## src/rtl/fft_seq_ctrl.sv

```systemverilog
// In-place radix-2 DIT FFT sequencer: one FSM drives SRAM addresses/enables, butterfly
// capture/select strobes, twiddle index and stage count for an N = 2**LOG2N point transform.
module fft_seq_ctrl #(
    parameter int unsigned LOG2N    = 9,
    parameter int unsigned BFLY_LAT = 2,
    parameter int unsigned STG_W    = $clog2(LOG2N)
) (
    input  logic               clk,
    input  logic               rst,
    input  logic               fft_start,
    input  logic               inverse,
    input  logic               mem_gnt,
    output logic               sram_read_ena,
    output logic               sram_write_ena,
    output logic [LOG2N-1:0]   sram_addr,
    output logic               cap_a,
    output logic               cap_b,
    output logic               out_sel,
    output logic [LOG2N-2:0]   twiddle_index,
    output logic               twiddle_conj,
    output logic [STG_W-1:0]   stage_count,
    output logic               busy,
    output logic               fft_done
);

    typedef enum logic [2:0] {
        StIdle,
        StRdA,
        StRdB,
        StWait,
        StWrA,
        StWrB,
        StDone
    } state_t;

    localparam logic [LOG2N-2:0] JLast    = '1;
    localparam logic [STG_W-1:0] SLast    = STG_W'(LOG2N - 1);
    localparam logic [3:0]       WaitLast = 4'(BFLY_LAT - 1);

    state_t           state_q, state_d;
    logic [LOG2N-2:0] j_q, j_d;
    logic [STG_W-1:0] s_q, s_d;
    logic [3:0]       wait_q, wait_d;
    logic             conj_q, conj_d;
    logic             cap_a_q, cap_b_q;

    // pos_mask selects the low s bits of j (the position inside a butterfly group)
    logic [LOG2N-2:0] pos_mask;
    logic [LOG2N-2:0] pos;
    logic [LOG2N-1:0] span;
    logic [LOG2N-1:0] addr_a;
    logic [LOG2N-1:0] addr_b;
    logic [STG_W-1:0] tw_shift;

    always_comb begin
        pos_mask = ~({(LOG2N - 1){1'b1}} << s_q);
        pos      = j_q & pos_mask;
        span     = LOG2N'(1) << s_q;
        addr_a   = {j_q & ~pos_mask, 1'b0} | {1'b0, pos};
        addr_b   = addr_a | span;
        tw_shift = SLast - s_q;
    end

    always_comb begin
        state_d        = state_q;
        j_d            = j_q;
        s_d            = s_q;
        wait_d         = wait_q;
        conj_d         = conj_q;
        sram_read_ena  = 1'b0;
        sram_write_ena = 1'b0;
        sram_addr      = '0;
        out_sel        = 1'b0;
        fft_done       = 1'b0;

        unique case (state_q)
            StIdle: begin
                if (fft_start) begin
                    conj_d  = inverse;
                    j_d     = '0;
                    s_d     = '0;
                    state_d = StRdA;
                end
            end
            StRdA: begin
                sram_read_ena = 1'b1;
                sram_addr     = addr_a;
                if (mem_gnt) state_d = StRdB;
            end
            StRdB: begin
                sram_read_ena = 1'b1;
                sram_addr     = addr_b;
                if (mem_gnt) begin
                    wait_d  = '0;
                    state_d = StWait;
                end
            end
            StWait: begin
                if (wait_q == WaitLast) state_d = StWrA;
                else                    wait_d  = wait_q + 4'd1;
            end
            StWrA: begin
                sram_write_ena = 1'b1;
                sram_addr      = addr_a;
                if (mem_gnt) state_d = StWrB;
            end
            StWrB: begin
                sram_write_ena = 1'b1;
                sram_addr      = addr_b;
                out_sel        = 1'b1;
                if (mem_gnt) begin
                    if (j_q != JLast) begin
                        j_d     = j_q + (LOG2N - 1)'(1);
                        state_d = StRdA;
                    end else if (s_q != SLast) begin
                        j_d     = '0;
                        s_d     = s_q + STG_W'(1);
                        state_d = StRdA;
                    end else begin
                        state_d = StDone;
                    end
                end
            end
            StDone: begin
                fft_done = 1'b1;
                j_d      = '0;
                s_d      = '0;
                state_d  = StIdle;
            end
            default: state_d = StIdle;
        endcase
    end

    always_ff @(posedge clk) begin
        if (rst) begin
            state_q <= StIdle;
            j_q     <= '0;
            s_q     <= '0;
            wait_q  <= '0;
            conj_q  <= 1'b0;
            cap_a_q <= 1'b0;
            cap_b_q <= 1'b0;
        end else begin
            state_q <= state_d;
            j_q     <= j_d;
            s_q     <= s_d;
            wait_q  <= wait_d;
            conj_q  <= conj_d;
            // read data arrives one cycle after a granted read
            cap_a_q <= (state_q == StRdA) && mem_gnt;
            cap_b_q <= (state_q == StRdB) && mem_gnt;
        end
    end

    assign cap_a         = cap_a_q;
    assign cap_b         = cap_b_q;
    assign twiddle_index = pos << tw_shift;
    assign twiddle_conj  = conj_q;
    assign stage_count   = s_q;
    assign busy          = (state_q != StIdle);

endmodule

```

## config.mk

```make
export PLATFORM = sky130hd
export DESIGN_NAME = fft_seq_ctrl
export DESIGN_NICKNAME = d
export VERILOG_FILES = /design/src/rtl/fft_seq_ctrl.sv
export SDC_FILE = /design/constraint.sdc
export NUM_CORES = 1
export LEC_CHECK = 0
export CAP_MARGIN = 30
export CORE_ASPECT_RATIO = 1.75
export CORE_MARGIN = 3
export CORE_UTILIZATION = 42
export CTS_CLUSTER_SIZE = 20
export DETAILED_ROUTE_END_ITERATION = 8
export HOLD_SLACK_MARGIN = 0.05
export PLACE_DENSITY_LB_ADDON = 0.1
export SYNTH_ARGS = -nofsm -noshare
export SYNTH_HDL_FRONTEND = slang
export SYNTH_SLANG_ARGS = --single-unit
```

## constraint.sdc

```tcl
create_clock -name clk -period 6.66 [get_ports clk]
set_clock_uncertainty 0.05 [all_clocks]
set_input_delay 0.666 -clock clk [delete_from_list [all_inputs] [get_ports clk]]
set_output_delay 0.666 -clock clk [all_outputs]
set_load 0.01 [all_outputs]
```

==> results of run 1 <==
-- final timing paths --
check / from / to
worst min register to register: wait_q[1] / wait_q[1]
worst min-delay path: wait_q[1] / wait_q[1]
worst max-delay path: stage_count[0] / twiddle_index[6]
worst max register to register: stage_count[0] / stage_count[1]
-- stage by stage --
| stage | cells | area, sq um | hold slack, ps | util [%] | worst slack (ps) |
|---|---|---|---|---|---|
| after floorplan | 272 | 2010 | 428 | - | 3730 |
| after global placement | 332 | 2310 | 439 | 51.1 | 2920 |
| after detailed placement | 332 | 2310 | 441 | 51.1 | 2880 |
| after CTS | 335 | 2350 | 463 | 52.0 | 2590 |
| after global routing | 335 | 2350 | 496 | 52.0 | 2120 |
| final | 335 | 2350 | 461 | 52.0 | 2550 |
-- logic make-up after synthesis --
group / Yosys count / share of synthesized area, %
and+or+nand+nor: 98 / 28.0
AOI/OAI and AO/OA: 91 / 29.8
buffers and inverters: 38 / 7.53
DFF: 22 / 21.9
adders and majority gates: 12 / 7.47
muxes: 7 / 3.61
xor gates and xnor gates: 4 / 1.74
-- registers in the layout, summed over array words and instances (netlist names) --
register,flops
j_q,8
stage_count,4
wait_q,4
state_q,3
cap_a,1
cap_b,1
twiddle_conj,1
-- critical path: cells and delay by family, from the launching register on --
family | cells | cell delay [ps]
buf+inv | 3 | 1220
flops | 1 | 730
fa+ha+maj | 1 | 660
compound gates | 3 | 520
-- power breakdown --
part	total (W)	internal, W	switching, W
combinational	0.0000787	0.0000358	0.0000429
clock	0.0000841	0.0000404	0.0000437
sequential	0.000147	0.000135	0.0000121
total	0.000310	0.000211	0.0000987
-- Yosys cell counts, types with 3 or more instances --
| library cell | n | area (sq um) |
|---|---|---|
| sky130_fd_sc_hd__a211oi_1 | 6 | 45.0 |
| sky130_fd_sc_hd__a21o_1 | 3 | 22.5 |
| sky130_fd_sc_hd__a21oi_1 | 21 | 105 |
| sky130_fd_sc_hd__a22oi_1 | 3 | 22.5 |
| sky130_fd_sc_hd__a31oi_1 | 3 | 18.8 |
| sky130_fd_sc_hd__and3_1 | 5 | 31.3 |
| sky130_fd_sc_hd__clkbuf_1 | 22 | 82.6 |
| sky130_fd_sc_hd__dfxtp_1 | 22 | 440 |
| sky130_fd_sc_hd__ha_1 | 12 | 150 |
| sky130_fd_sc_hd__inv_1 | 11 | 41.3 |
| sky130_fd_sc_hd__mux2i_1 | 5 | 50.1 |
| sky130_fd_sc_hd__nand2_1 | 11 | 41.3 |
| sky130_fd_sc_hd__nand2b_1 | 3 | 18.8 |
| sky130_fd_sc_hd__nand3_1 | 13 | 65.1 |
| sky130_fd_sc_hd__nand3b_1 | 7 | 52.6 |
| sky130_fd_sc_hd__nand4_1 | 3 | 18.8 |
| sky130_fd_sc_hd__nand4b_1 | 3 | 26.3 |
| sky130_fd_sc_hd__nor2_1 | 18 | 67.6 |
| sky130_fd_sc_hd__nor2b_1 | 5 | 31.3 |
| sky130_fd_sc_hd__nor3_1 | 9 | 45.0 |
| sky130_fd_sc_hd__o21ai_0 | 22 | 110 |
| sky130_fd_sc_hd__o31ai_1 | 7 | 52.6 |
| sky130_fd_sc_hd__o32ai_1 | 3 | 26.3 |
| sky130_fd_sc_hd__or2_2 | 3 | 18.8 |
| sky130_fd_sc_hd__or3_1 | 4 | 25.0 |
| sky130_fd_sc_hd__or3b_2 | 3 | 26.3 |
| sky130_fd_sc_hd__or4_1 | 3 | 22.5 |
-- metal layers --
| metal | global-route usage [%] | wire [microns] | part of all wire, % |
|---|---|---|---|
| met4 | 8.93 | 180 | 3.0 |
| met3 | 1.86 | 251 | 4.2 |
| met2 | 37.4 | 3120 | 52 |
| met5 | 0 | 0 | 0 |
| met1 | 26.3 | 2430 | 41 |
-- final cells by class --
cell class	count	area, sq um	area share (%)
clock buffers	3	41.3	1.75
inverters	12	45.0	1.91
multi-input cells	212	1420	60.2
flip-flops and latches	22	440	18.7
well taps	51	63.8	2.71
repair buffers	35	345	14.7
==> metrics.csv, run 1 <==
metric,value,unit
path_clk_slew,80,ps
layout_common_cells,"sky130_fd_sc_hd__clkdlybuf4s50_1, sky130_fd_sc_hd__o21ai_0, sky130_fd_sc_hd__dfxtp_1, sky130_fd_sc_hd__a21oi_1, sky130_fd_sc_hd__nor2_1",
port_buffers,33,
fp.dieH,97.5,microns
clock_tree.buffer_depth,2,
max_slew_violation_total_from_the_final_report,0,
post_route_clock_period_utilization,61.7,%
cts_hold_buf,0,
first_pass_grt_wire_length,10000,microns
die_width,58.3,microns
hold_viol,0,
cts_setup_buffers,0,
post_detailed_route_wirelength_per_cell,17.9,microns
firstDrtPassIters,4,
ys.flop_type,sky130_fd_sc_hd__dfxtp_1,
layout_commonest_cell,sky130_fd_sc_hd__clkdlybuf4s50_1,
worst-slew-pin-transition,891,ps
avgViaCountPerCell,6.33,
grt_antenna_before_repair,0,
timing.critical_path.required,5940,ps
fin_crit,4110,ps
routed_wl,5980,microns
netlist-cell-type-count,58,
holdPathStages,2,
max_clock_freq,243,MHz
final-setup-viol-count,0,
synth.ff_latch_count,22,
reg2regPathDepth,5,
ioPinCount,34,
num-nets-final,303,
worstPathMaxFanout,20,
setup_tns_after_final_layout,0,ps
yosysWarningCount,0,
clock_tree_from_tritoncts,yes,
max_cap_violations,0,
vias,2119,
drc,0,
cts-root-buf,sky130_fd_sc_hd__clkbuf_8,
gp_routability_congestion,0.899,
crit_slowest_cell,sky130_fd_sc_hd__dfxtp_1,
power.ir.vdd_worst,0.153,mV
post_route_cells_drive_above_1_share,4.93,%
total_of_fill_cells_in_the_finished_design,489,
power.density_cell_area,132,nW/um^2
antenna_diode_instance_count,0,
synth_async_sr_flop_share,0,%
timing.setup.critical_path_class,reg -> out,
dp_hpwl,4400,microns
cp_cell_sequence,"clkinv_1, ha_1, inv_1, o21ai_0, o21ai_0, o32ai_1, clkdlybuf4s50_1",
cts.sinks,22,
first_global_vias,1994,
setup.reg_to_reg.worst_slack,3790,ps
postSynthNetCount,289,
skew_pair_late_insertion_delay,260,ps
synth-edff-count,0,
critical_path_startpoint_category,flop,
synthesis.area,2010,sq um
cts-resized-gates,0,
worst_hold_path_type,reg -> reg,
cp-end-kind,output pin,
htree_num_levels,1,
syn-mean-instance-area,7.39,sq um
fp.coreArea,4520,sq um
totalPowerFinal,0.000310,W
syn_inst,272,
cts_made_buffers,3,
grt_max_degree,25,
drtAntennaViolNets,0,
rsz0062_at_grt,no,
worst-endpoint-arrival,3390,ps
initial_core_util,44.4,%
power_leakage,0.820,nW
grt_usage,21.6,%
status,"complete, no violations",
grt_overflow_total,0,
maxSlewHeadroom,40.4,%
drt_iter0_drc,90,
area.growth.synth_to_final,17.1,%
max_stage_delay,730,ps
die-area,5680,sq um
cp_common_cell,sky130_fd_sc_hd__o21ai_0,
yosysSeqAreaShare,21.9,%
placement_rows,32,
No activity file was read; power rests on OpenSTA's default activity.
==> run 2, diff against run 1 <==
clock period = 3.8 ns   (was 6.66 ns; I/O delays follow)
==> metrics.csv, run 2 (synthesized netlist as in run 1, its figures left out) <==
metric,value,unit,change
area.growth.synth_to_final,19.7,%,
fp.dieH,97.5,microns,unchanged
layout_common_cells,"sky130_fd_sc_hd__clkdlybuf4s50_1, sky130_fd_sc_hd__o21ai_0, sky130_fd_sc_hd__dfxtp_1, sky130_fd_sc_hd__a21oi_1, sky130_fd_sc_hd__nor2_1",,
cp.buffers_inverters,3,,unchanged
critical_path.endpoint,twiddle_index[6],,
maxSlewHeadroom,45.8,%,+5.4 points
wl_met3,275,microns,+9.6%
timing.setup.critical_path_class,reg -> out,,
worst-slew-pin-transition,810,ps,-81.0 ps
cts.sinks,22,,unchanged
hold_path.startpoint,wait_q[1],,
drc,0,,unchanged
timing.critical_path.required,3370,ps,-2570 ps
met1Wirelength,2330,microns,-3.8%
firstDrtPassIters,5,,+1
path_delay_family,buffers and inverters,,
number_of_flip_flops_in_the_largest_register,8,,unchanged
grt_max_degree,25,,unchanged
power.density_cell_area,259,nW/um^2,+97%
post_route_clock_period_utilization,88.9,%,
port_buffers,33,,unchanged
max_cap_violations,0,,unchanged
r2r_end,stage_count[1],,
hold_viol,0,,unchanged
grt_usage,21.5,%,-0.14 points
first_pass_grt_wire_length,10000,microns,+0.20%
grt_overflow_total,0,,unchanged
crit_slowest_cell,sky130_fd_sc_hd__dfxtp_1,,
rsz0062_at_grt,no,,
path_clk_slew,90,ps,about the same
status,"complete, no violations",,
reg2regPathDepth,5,,unchanged
routed.top_layer,met4,,
cts-resized-gates,0,,unchanged
layout_commonest_cell,sky130_fd_sc_hd__clkdlybuf4s50_1,,
cp_cell_sequence,"inv_1, ha_1, inv_1, o21ai_0, o21ai_0, o32ai_1, clkdlybuf4s50_1",,
start_of_the_worst_register_to_register_path,stage_count[1],,
cts_setup_buffers,0,,unchanged
worst-endpoint-arrival,2950,ps,-440 ps
htree_num_levels,1,,unchanged
setup.reg_to_reg.worst_slack,1390,ps,-2400 ps
fin_crit,3380,ps,
post_route_cells_drive_above_1_share,6.25,%,+1.3 points
cts_hold_buf,0,,unchanged
max_stage_delay,630,ps,-100 ps
clock_tree.buffer_depth,2,,unchanged
ioPinCount,34,,unchanged
fin_cells,339,,+1.2%
die-area,5680,sq um,unchanged
cp-end-kind,output pin,,
antenna_diode_instance_count,0,,unchanged
max_slew_violation_total_from_the_final_report,0,,unchanged
worstPathMaxFanout,15,,-25%
initial_core_util,44.4,%,unchanged
cp-startpoint,stage_count[1],,
drt_iter0_drc,155,,+72%
dp_hpwl,4360,microns,-0.82%
vias,2168,,+2.3%
worst_hold_path_type,reg -> reg,,
routed_wl,5900,microns,-1.4%
num-nets-final,306,,+0.99%
power.ir.vdd_worst,0.355,mV,+130%
setup_tns_after_final_layout,0,ps,unchanged
clock_tree_from_tritoncts,yes,,
final-setup-viol-count,0,,unchanged
placement_rows,32,,unchanged
post_detailed_route_wirelength_per_cell,17.4,microns,-2.6%
gp_routability_congestion,0.845,,-5.9%
max_clock_freq,296,MHz,
cts_made_buffers,3,,unchanged
fp.coreArea,4520,sq um,unchanged
dp.cells,335,,+0.90%
holdPathStages,2,,unchanged
die_width,58.3,microns,unchanged
cts-root-buf,sky130_fd_sc_hd__clkbuf_8,,
drtAntennaViolNets,0,,unchanged
first_global_vias,2016,,+1.1%
layout.core_utilization,53.2,%,+1.2 points
skew_pair_late_insertion_delay,270,ps,about the same
critical_path_startpoint_category,flop,,
worst-path-stages,7,,unchanged
avgViaCountPerCell,6.40,,+1.1%
power_leakage,0.849,nW,+3.5%
wl_met2,3190,microns,+2.1%
grt_antenna_before_repair,0,,unchanged
top_register,j_q,,
==> run 2: changes by cell type in the layout (fill, tap and decap cells not counted) <==
| cell | delta |
|---|---|
| sky130_fd_sc_hd__buf_4 | +3 |
| sky130_fd_sc_hd__bufinv_16 | +1 |
==> run 2: final cells by class <==
type                       instances  area (sq um)
fill                             451          2120
multi-input combinational        212          1420
sequential                        22           440
timing repair buffer              38           368
tap                               51          63.8
inverter                          12          45.0
clock buffer                       3          41.3
clock inverter                     1          30.0
==> run 2: layer usage <==
layer	track usage, %	vias up
met4	6.43	0
met1	28.1	1017
met2	36.4	80
li1	-	1057
met5	0	-
met3	1.60	14
==> run 2: worst reg2reg max path: cells and delay by family (launching register included) <==
family,cells,cell delay [ps]
and+or+nand+nor,1,560
adders and majority gates,1,580
buffers and inverters,2,370
AOI/OAI and AO/OA,1,140
DFF,1,630
==> run 2: worst min-delay path by stage <==
| stage | end | slack, ps |
|---|---|---|
| final | wait_q[1] | 460 |
| after global routing | wait_q[1] | 480 |
| after CTS | wait_q[1] | 460 |
| after detailed placement | twiddle_conj | 440 |
| after global placement | twiddle_conj | 440 |
| after floorplan | wait_q[1] | 430 |
==> run 2: through the flow <==
stage                     instance area, sq um  hold slack [ps]  setup WS, ps  total power, W
after floorplan                           2010              428          1160        0.000355
after global placement                    2330              441           854        0.000402
after detailed placement                  2330              445           789        0.000403
after CTS                                 2410              459           464        0.000627
after global routing                      2410              480           192        0.000653
final                                     2410              458           422        0.000623
==> run 2: report_power, final <==
part | total (W) | switching (W) | leakage [nW] | internal (W)
logic | 0.000152 | 0.0000863 | 0.636 | 0.0000653
clock network | 0.000224 | 0.0000830 | 0.0357 | 0.000141
registers | 0.000247 | 0.0000110 | 0.178 | 0.000236
